### src/rtl/rca_seq_pkg.sv
// rtl/rca_seq_pkg.sv - shared state type, slice width and slice-count helper for the rca slice sequencer
package rca_seq_pkg;

  typedef enum logic [1:0] {
    IDLE = 2'd0,
    RUN  = 2'd1,
    DONE = 2'd2
  } state_e;

  localparam int SLICE_W = 4;

  function automatic int slice_count(input int width);
    return width / SLICE_W;
  endfunction

endpackage

### src/rtl/rca_settle_timer.sv
// rtl/rca_settle_timer.sv - per-slice settle counter, pulses done on the last of SETTLE cycles
module rca_settle_timer #(
  parameter int SETTLE = 2
) (
  input  logic clk,
  input  logic rst,
  input  logic clear,
  input  logic en,
  output logic done
);

  localparam int CW = (SETTLE > 1) ? $clog2(SETTLE) : 1;
  localparam logic [CW-1:0] LAST = CW'(SETTLE - 1);

  logic [CW-1:0] cnt;

  assign done = en && (cnt == LAST);

  always_ff @(posedge clk) begin
    if (rst || clear || done) begin
      cnt <= '0;
    end else if (en) begin
      cnt <= cnt + 1'b1;
    end
  end

endmodule

### src/rtl/rca_slice_sequencer.sv
// rtl/rca_slice_sequencer.sv - drives a shared 4-bit ripple adder slice-by-slice; RCA_SEQ_SUB_EN adds in_sub
module rca_slice_sequencer
  import rca_seq_pkg::*;
#(
  parameter int WIDTH  = 16,
  parameter int SETTLE = 2
) (
  input  logic             clk,
  input  logic             rst,
  input  logic             in_valid,
  output logic             in_ready,
  input  logic [WIDTH-1:0] in_a,
  input  logic [WIDTH-1:0] in_b,
  input  logic             in_cin,
`ifdef RCA_SEQ_SUB_EN
  input  logic             in_sub,
`endif
  output logic             out_valid,
  input  logic             out_ready,
  output logic [WIDTH-1:0] out_sum,
  output logic             out_cout,
  output logic             busy,
  output logic [3:0]       add_a,
  output logic [3:0]       add_b,
  output logic             add_cin,
  input  logic [3:0]       add_sum,
  input  logic             add_cout
);

  localparam int NSLICE = slice_count(WIDTH);
  localparam int IW = (NSLICE > 1) ? $clog2(NSLICE) : 1;
  localparam logic [IW-1:0] LAST_IDX = IW'(NSLICE - 1);

  state_e           state;
  logic [IW-1:0]    idx;
  logic [WIDTH-1:0] a_lat;
  logic [WIDTH-1:0] b_lat;
  logic [WIDTH-1:0] a_sh;
  logic [WIDTH-1:0] b_sh;
  logic [WIDTH-1:0] b_in;
  logic             cin_in;
  logic             carry_reg;
  logic             accept;
  logic             step_done;

  // Subtraction is A + ~B + 1, so it reuses the same slice datapath.
`ifdef RCA_SEQ_SUB_EN
  assign b_in   = in_sub ? ~in_b : in_b;
  assign cin_in = in_sub | in_cin;
`else
  assign b_in   = in_b;
  assign cin_in = in_cin;
`endif

  assign in_ready  = (state == IDLE);
  assign busy      = (state == RUN);
  assign out_valid = (state == DONE);
  assign out_cout  = out_valid & carry_reg;
  assign accept    = in_valid & in_ready;

  assign a_sh    = a_lat >> (SLICE_W * int'(idx));
  assign b_sh    = b_lat >> (SLICE_W * int'(idx));
  assign add_a   = busy ? a_sh[SLICE_W-1:0] : '0;
  assign add_b   = busy ? b_sh[SLICE_W-1:0] : '0;
  assign add_cin = busy & carry_reg;

  rca_settle_timer #(
    .SETTLE(SETTLE)
  ) u_timer (
    .clk  (clk),
    .rst  (rst),
    .clear(accept),
    .en   (busy),
    .done (step_done)
  );

  always_ff @(posedge clk) begin
    if (rst) begin
      state     <= IDLE;
      idx       <= '0;
      a_lat     <= '0;
      b_lat     <= '0;
      carry_reg <= 1'b0;
      out_sum   <= '0;
    end else begin
      case (state)
        IDLE: begin
          if (accept) begin
            a_lat     <= in_a;
            b_lat     <= b_in;
            carry_reg <= cin_in;
            idx       <= '0;
            out_sum   <= '0;
            state     <= RUN;
          end
        end
        RUN: begin
          if (step_done) begin
            out_sum[SLICE_W*int'(idx) +: SLICE_W] <= add_sum;
            carry_reg <= add_cout;
            if (idx == LAST_IDX) begin
              state <= DONE;
            end else begin
              idx <= idx + 1'b1;
            end
          end
        end
        DONE: begin
          if (out_ready) begin
            state <= IDLE;
          end
        end
        default: state <= IDLE;
      endcase
    end
  end

endmodule

### config.mk
export PLATFORM = sky130hd
export DESIGN_NAME = rca_slice_sequencer
export DESIGN_NICKNAME = d
export VERILOG_FILES = /design/src/rtl/rca_seq_pkg.sv /design/src/rtl/rca_settle_timer.sv /design/src/rtl/rca_slice_sequencer.sv
export SDC_FILE = /design/constraint.sdc
export NUM_CORES = 1
export LEC_CHECK = 0
export ABC_AREA = 1
export ABC_CLOCK_PERIOD_IN_PS = 2200
export BUFFER_PORTS_ARGS = -buffer_cell sky130_fd_sc_hd__buf_2
export CAP_MARGIN = 20
export CORE_ASPECT_RATIO = 0.8
export CORE_MARGIN = 4
export CORE_UTILIZATION = 40
export CTS_CLUSTER_SIZE = 12
export DETAILED_ROUTE_END_ITERATION = 6
export PLACE_DENSITY = 0.69
export SETUP_SLACK_MARGIN = 0.2
export SLEW_MARGIN = 30
export SYNTH_ARGS = -nofsm -noshare
export SYNTH_HDL_FRONTEND = slang
export SYNTH_HIERARCHICAL = 1
export SYNTH_SLANG_ARGS = --single-unit
### constraint.sdc
create_clock -name clk -period 2.2 [get_ports clk]
set_input_delay 0.44 -clock clk [delete_from_list [all_inputs] [get_ports clk]]
set_output_delay 0.44 -clock clk [all_outputs]
set_load 0.02 [all_outputs]
==> results of run 1 <==
cells by family after synthesis:
| group | after synthesis | share of synthesized area (%) |
|---|---|---|
| flops | 54 | 41.5 |
| fa+ha+maj | 5 | 2.40 |
| compound gates | 63 | 12.1 |
| buf+inv | 51 | 7.73 |
| simple gates | 227 | 36.3 |
synth_stat cells, types with 4 or more instances:
| library cell | n | area [sq um] |
|---|---|---|
| nand4_1 | 4 | 25.0 |
| a21oi_1 | 13 | 65.1 |
| ha_1 | 5 | 62.6 |
| buf_2 | 5 | 25.0 |
| nand3_1 | 10 | 50.1 |
| o21ai_0 | 50 | 250 |
| nor2_1 | 146 | 548 |
| nor2_2 | 4 | 25.0 |
| inv_1 | 31 | 116 |
| clkbuf_1 | 11 | 41.3 |
| nand2_1 | 53 | 199 |
| dfxtp_1 | 54 | 1080 |
routing by layer:
metal / part of all wire, % / track usage (%)
met5: 0 / 0
met1: 50 / 22.1
met4: 1.0 / 4.23
met2: 45 / 28.1
met3: 4.1 / 3.30
stage by stage:
stage	utilization (%)	cell area (sq um)
2_1_floorplan	-	2610
3_3_place_gp	47.9	3040
3_5_place_dp	47.9	3040
4_1_cts	49.5	3140
5_1_grt	49.9	3160
6_report	49.9	3160
cell type report:
class | count | area (sq um)
Fill cell | 653 | 3180
Multi-Input combinational cell | 295 | 1330
Sequential cell | 54 | 1080
Timing Repair Buffer | 77 | 419
Inverter | 33 | 130
Tap cell | 84 | 105
Clock buffer | 5 | 68.8
Clock inverter | 3 | 25.0
worst max-delay path by stage:
stage / to / slack [ns] / cells after the start
floorplan: add_a[0] / 0.46 / 5
global placement: add_a[3] / 0.29 / 3
detailed placement: add_a[3] / 0.24 / 3
CTS: add_a[3] / 0.18 / 4
global route: add_b[1] / 0.16 / 6
finish: add_b[1] / 0.28 / 6
power groups by stage:
stage          registers, uW  clock network (uW)  logic (uW)
2_1_floorplan           1170                   0         386
3_3_place_gp            1140                   0         597
3_5_place_dp            1140                   0         607
4_1_cts                 1120                 600         612
5_1_grt                 1130                 630         700
6_report                1120                 574         613
timing repair:
item / 4_1_cts / 5_1_grt
endpoints found under the setup margin: 9 / 22
pin swaps: 0 / 0
buffers inserted: 0 / 0
resized for setup: 4 / 8
==> reports/results.ini, run 1 <==
[placement]
place_inst=543
dp_hpwl_microns=4710
io_buffers=70
pre_cts_slack_ns=0.241
place_congestion=0.836

[synth]
yosys_warnings=6
synth_edf_count=0
synth_area_sq_um=2610
seq_area_frac_synth_pct=41.5
synthCells=400
yosysUniqueCellTypes=22
ys.flop_type=dfxtp_1
synth_fp_nets=447
ys_seq_elements=54
async_reset_ff_share_pct=0
syn_area_per_cell_sq_um=6.52

[setup_path]
max_stage_delay_ns=0.38
r2r_start=state[0]$_SDFFE_PP0P_
r2r_slack_ns=0.52
critPathKind=reg2out
cp.required_ns=1.76
path_max_fanout=23
crit_chain=buf_12 > nor2_1 > nor2_1 > o21ai_0 > a21oi_1 > buf_2
crit_arrival_ns=1.48
startpoint_type=flip-flop
r2r_end=out_sum[3]$_SDFFE_PP0P_
cp.buffers_inverters=2
ff2ff_path_depth=10
cp-end-kind=primary output
critPathTopFamily=flip-flops
cpMostUsedCell=nor2_1
crit_start=idx[0]$_SDFFE_PP0P_
cp_slowest_cell=dfxtp_2

[clock_network]
numCtsBuffers=5
cts.path.max_buffers=2
clk-insertion-delay-late_ns=0.31
h-tree-depth=2
clock-sinks=54
hold_buffers=0
clk_pin_slew_ns=0.10
clockRootBuffer=clkbuf_8
cts_tree=built

[drt]
detail-route-antenna-nets=0
via_per_inst=4.71
num_vias=2597
drc=0
drtIter0Drc=75
wl_microns=6550
drtPass1Iterations=4
avgRoutedWirePerCell_microns=11.9

[sta]
fin_ws_ns=0.281
period_needed_ns=1.92
slew_viol_final=0
worst_pin_slew_ns=0.538
fin_tns_setup_ns=0
max_slew_margin_pct=64.1
rsz0062_at_grt=yes
timing.hold.ws_ns=0.330
setup_violations=0
fin_skew_ns=0.00388
fmaxAchievable_mhz=521
hold_viol=0
fin_crit_sh_pct=87.2

[floorplanning]
core_area_sq_um=6340
start_util_pct=41.1
die_h_microns=80.2
dieArea_sq_um=7880
die_w_microns=98.2
rows=26
io_pins=71

[cells_and_area]
layout_common_cells=nor2_1 (146), buf_2 (70), nand2_1 (52), dfxtp_1 (52), o21ai_0 (50)
drive_above_1_share_pct=22.1
diodes=0
final_common_cell=nor2_1
syn_to_final_growth_pct=21.4
top_regs=a_lat (16), b_lat (16), out_sum (16)
finalNonFillerCells=551
fin_nets=513

[flow_run]
cap_violations=0

[global_routing]
grt_pass1_wl_microns=10900
antenna_found_initial=0
grt_max_degree=34
grt_pass1_vias=2452
grt_usage_pct=16.7
grt-ovfl-total=0

[min_path]
min_path_cells=2
hp-start=rst
min_to=state[0]$_SDFFE_PP0P_
hold_path.class=in2reg

[power]
power_switching_uw=790
switching_share_pct=34.2
ir_worst_vdd_uv=263
p_comb_share_pct=26.5
clkPwrFrac_pct=24.8
total_power_uw=2310
power.internal_uw=1520
power_density_nw_per_um2=730
power_frac_seq_pct=48.6
p_leak_uw=0.00153

[status]
run_status=completed

(Power assumes the default switching activity.)
==> inputs of run 2 (changes only) <==
--- a/config.mk
+++ b/config.mk
@@ -5,7 +5,6 @@
 export SDC_FILE = /design/constraint.sdc
 export NUM_CORES = 1
 export LEC_CHECK = 0
-export ABC_AREA = 1
 export ABC_CLOCK_PERIOD_IN_PS = 2200
 export BUFFER_PORTS_ARGS = -buffer_cell sky130_fd_sc_hd__buf_2
 export CAP_MARGIN = 20
==> reports/results.ini, run 2 <==
[floorplanning]
io_pins=71  ; unchanged
die_h_microns=80.5  ; +0.39%
core_area_sq_um=6380  ; +0.51%
dieArea_sq_um=7940  ; +0.78%
rows=26  ; unchanged
start_util_pct=41.2  ; +0.14 points
die_w_microns=98.6  ; +0.40%

[clock_network]
cts_tree=built
cts.path.max_buffers=2  ; unchanged
h-tree-depth=2  ; unchanged
hold_buffers=0  ; unchanged
clockRootBuffer=clkbuf_8
numCtsBuffers=5  ; unchanged
clk_pin_slew_ns=0.10  ; about the same
clock-sinks=54  ; unchanged
clk-insertion-delay-late_ns=0.31  ; about the same

[global_routing]
grt_max_degree=43  ; +26%
grtUsageMet1_pct=21.1  ; -0.99 points
use_met3_pct=3.65  ; +0.35 points
grt_util_met2_pct=25.2  ; -2.9 points
grt-ovfl-total=0  ; unchanged
grt_pass1_vias=2129  ; -13%
antenna_found_initial=0  ; unchanged
grt-busiest-layer=met2
grt_pass1_wl_microns=10100  ; -7.8%
grt_usage_pct=15.9  ; -0.85 points

[cells_and_area]
final_common_cell=nand2_1
diodes=0  ; unchanged
syn_to_final_growth_pct=21.8
top_regs=a_lat (16), b_lat (16), out_sum (16)
fin_nets=404  ; -21%
fill_cells=646  ; -1.1%
layout_common_cells=nand2_1 (66), buf_2 (62), dfxtp_1 (52)
drive_above_1_share_pct=31.8  ; +9.8 points
final_core_util_pct=50.2  ; +0.37 points

[synth]
synthCells=288  ; -28%
syn_area_per_cell_sq_um=9.13  ; +40%
synth_fp_nets=335  ; -25%
synth_area_sq_um=2630  ; +0.86%
seq_area_frac_synth_pct=41.1  ; -0.36 points
synth_most_common_cell=nand2_1
synth_top_area_share_pct=41.1  ; -0.36 points
synth_common_cells=nand2_1 (66), dfxtp_1 (54), a21oi_1 (38)
ys_seq_elements=54  ; unchanged
async_reset_ff_share_pct=0  ; unchanged
yosysUniqueCellTypes=38  ; +73%
synthTopCellsByArea=dfxtp_1 (41%), nand2_1 (9.4%), a21oi_1 (7.2%), mux4_2 (6.0%), mux2i_1 (5.0%)
synth_edf_count=0  ; unchanged
yosysTopAreaCell=dfxtp_1
yosys_warnings=6  ; unchanged
ys.flop_type=dfxtp_1

[setup_path]
cp-end-kind=primary output
startpoint_type=flip-flop
cp_slowest_cell=mux4_2
crit_arrival_ns=1.57  ; +0.09 ns
cp.required_ns=1.76  ; about the same
critPathKind=reg2out
path_max_fanout=6  ; -74%
crit_chain=buf_8 > mux4_2 > and2_4 > buf_6
max_stage_delay_ns=0.50  ; +0.12 ns

[sta]
timing.hold.ws_ns=0.367  ; +0.0364 ns
fin_skew_ns=0.0108  ; +0.00691 ns
hold_viol=0  ; unchanged
fin_tns_setup_ns=0  ; unchanged
fin_crit_sh_pct=91.4  ; +4.2 points
rsz0062_at_grt=yes
worst_pin_slew_ns=0.634  ; +0.0961 ns
slew_viol_final=0  ; unchanged
fmaxAchievable_mhz=497  ; -4.6%
fin_ws_ns=0.189  ; -0.0920 ns
setup_violations=0  ; unchanged
max_slew_margin_pct=57.8  ; -6.3 points
period_needed_ns=2.01  ; +0.0920 ns

[min_path]
hold_path.class=in2reg

[power]
power_density_nw_per_um2=587  ; -20%
ir_worst_vdd_uv=247  ; -6.1%
p_leak_uw=0.00137  ; -11%
total_power_uw=1880  ; -19%

[drt]
wl_microns=6370  ; -2.7%
drtPass1Iterations=4  ; unchanged
num_vias=2248  ; -13%
detail-route-antenna-nets=0  ; unchanged
drc=0  ; unchanged
drtIter0Drc=86  ; +15%
avgRoutedWirePerCell_microns=14.4  ; +21%
via_per_inst=5.09  ; +7.9%

[flow_run]
cap_violations=0  ; unchanged

[status]
run_status=completed

[placement]
io_buffers=70  ; unchanged
pre_cts_slack_ns=0.212  ; -0.0290 ns
place_congestion=0.782  ; -6.4%
dp_hpwl_microns=4390  ; -6.9%

==> run 2: cell count changes in the layout (fill, tap and decap cells not counted), moves of 5 or more <==
| cell | change |
|---|---|
| a21oi_1 | +25 |
| and2_4 | +8 |
| and4b_1 | +5 |
| buf_2 | -8 |
| buf_6 | +7 |
| inv_1 | -25 |
| mux2i_1 | +13 |
| mux4_2 | +8 |
| nand2_1 | +14 |
| nand2b_1 | +15 |
| nand3_1 | +5 |
| nor2_1 | -142 |
| o21ai_0 | -50 |
==> run 2: power breakdown <==
part	switching, uW	internal [uW]	leakage [uW]
combinational	153	125	0.000875
sequential	23.1	1020	0.000442
clock	309	255	0.0000482
==> run 2: cell families after synthesis <==
kind of cell / after synthesis / share of synthesized area (%)
flops: 54 / 41.1
xor+xnor: 1 / 0.333
buf+inv: 24 / 6.14
compound gates: 49 / 10.7
fa+ha+maj: 5 / 2.38
simple gates: 133 / 27.0
mux: 22 / 12.4
==> run 2: worst max-delay path, delay by kind of cell (launching register included) <==
kind	cells	cell delay [ns]
multiplexers	1	0.50
flip-flops	1	0.36
buffers and inverters	2	0.24
AND/OR/NAND/NOR	1	0.15
==> run 2: layout make-up <==
type / count / area, sq um / share of cell area [%]
clock buffers: 7 / 86.3 / 2.70
repair buffers: 80 / 483 / 15.1
multi-input cells: 211 / 1410 / 44.1
inverters: 5 / 23.8 / 0.742
well taps: 84 / 105 / 3.28
flip-flops and latches: 54 / 1090 / 34.0
clock inverters: 1 / 5.00 / 0.156
==> run 2: worst paths after layout <==
kind                               start                      end  slack, ns  cells past startpoint
setup / recovery     idx[1]$_SDFFE_PP0P_                 add_b[3]       0.19                      4
hold / removal                  in_a[10]   a_lat[10]$_SDFFE_PP0P_       0.37                      3
setup reg to reg     idx[1]$_SDFFE_PP0P_  out_sum[7]$_SDFFE_PP0P_       0.38                      6
hold reg to reg   b_lat[12]$_SDFFE_PP0P_   b_lat[12]$_SDFFE_PP0P_       0.46                      2
==> run 2: routing by layer <==
layer  vias to the layer above  part of all wire (%)
met1                      1057                    46
met4                         0                  0.55
met3                         2                   6.2
met2                        55                    47
li1                       1134                     -
met5                         -                     0
==> run 2: per-stage QoR <==
step / instance area, sq um / instances
final: 3200 / 442
after global routing: 3200 / 442
after detailed placement: 3000 / 430
after floorplan: 2630 / 288
after CTS: 3180 / 441
after global placement: 3000 / 430
==> run 2: timing repair <==
action / CTS / global route
resized for setup: 25 / 6
setup endpoints to repair: 10 / 12
gates cloned: 0 / 1
buffers inserted: 3 / 0
pin swaps: 4 / 1
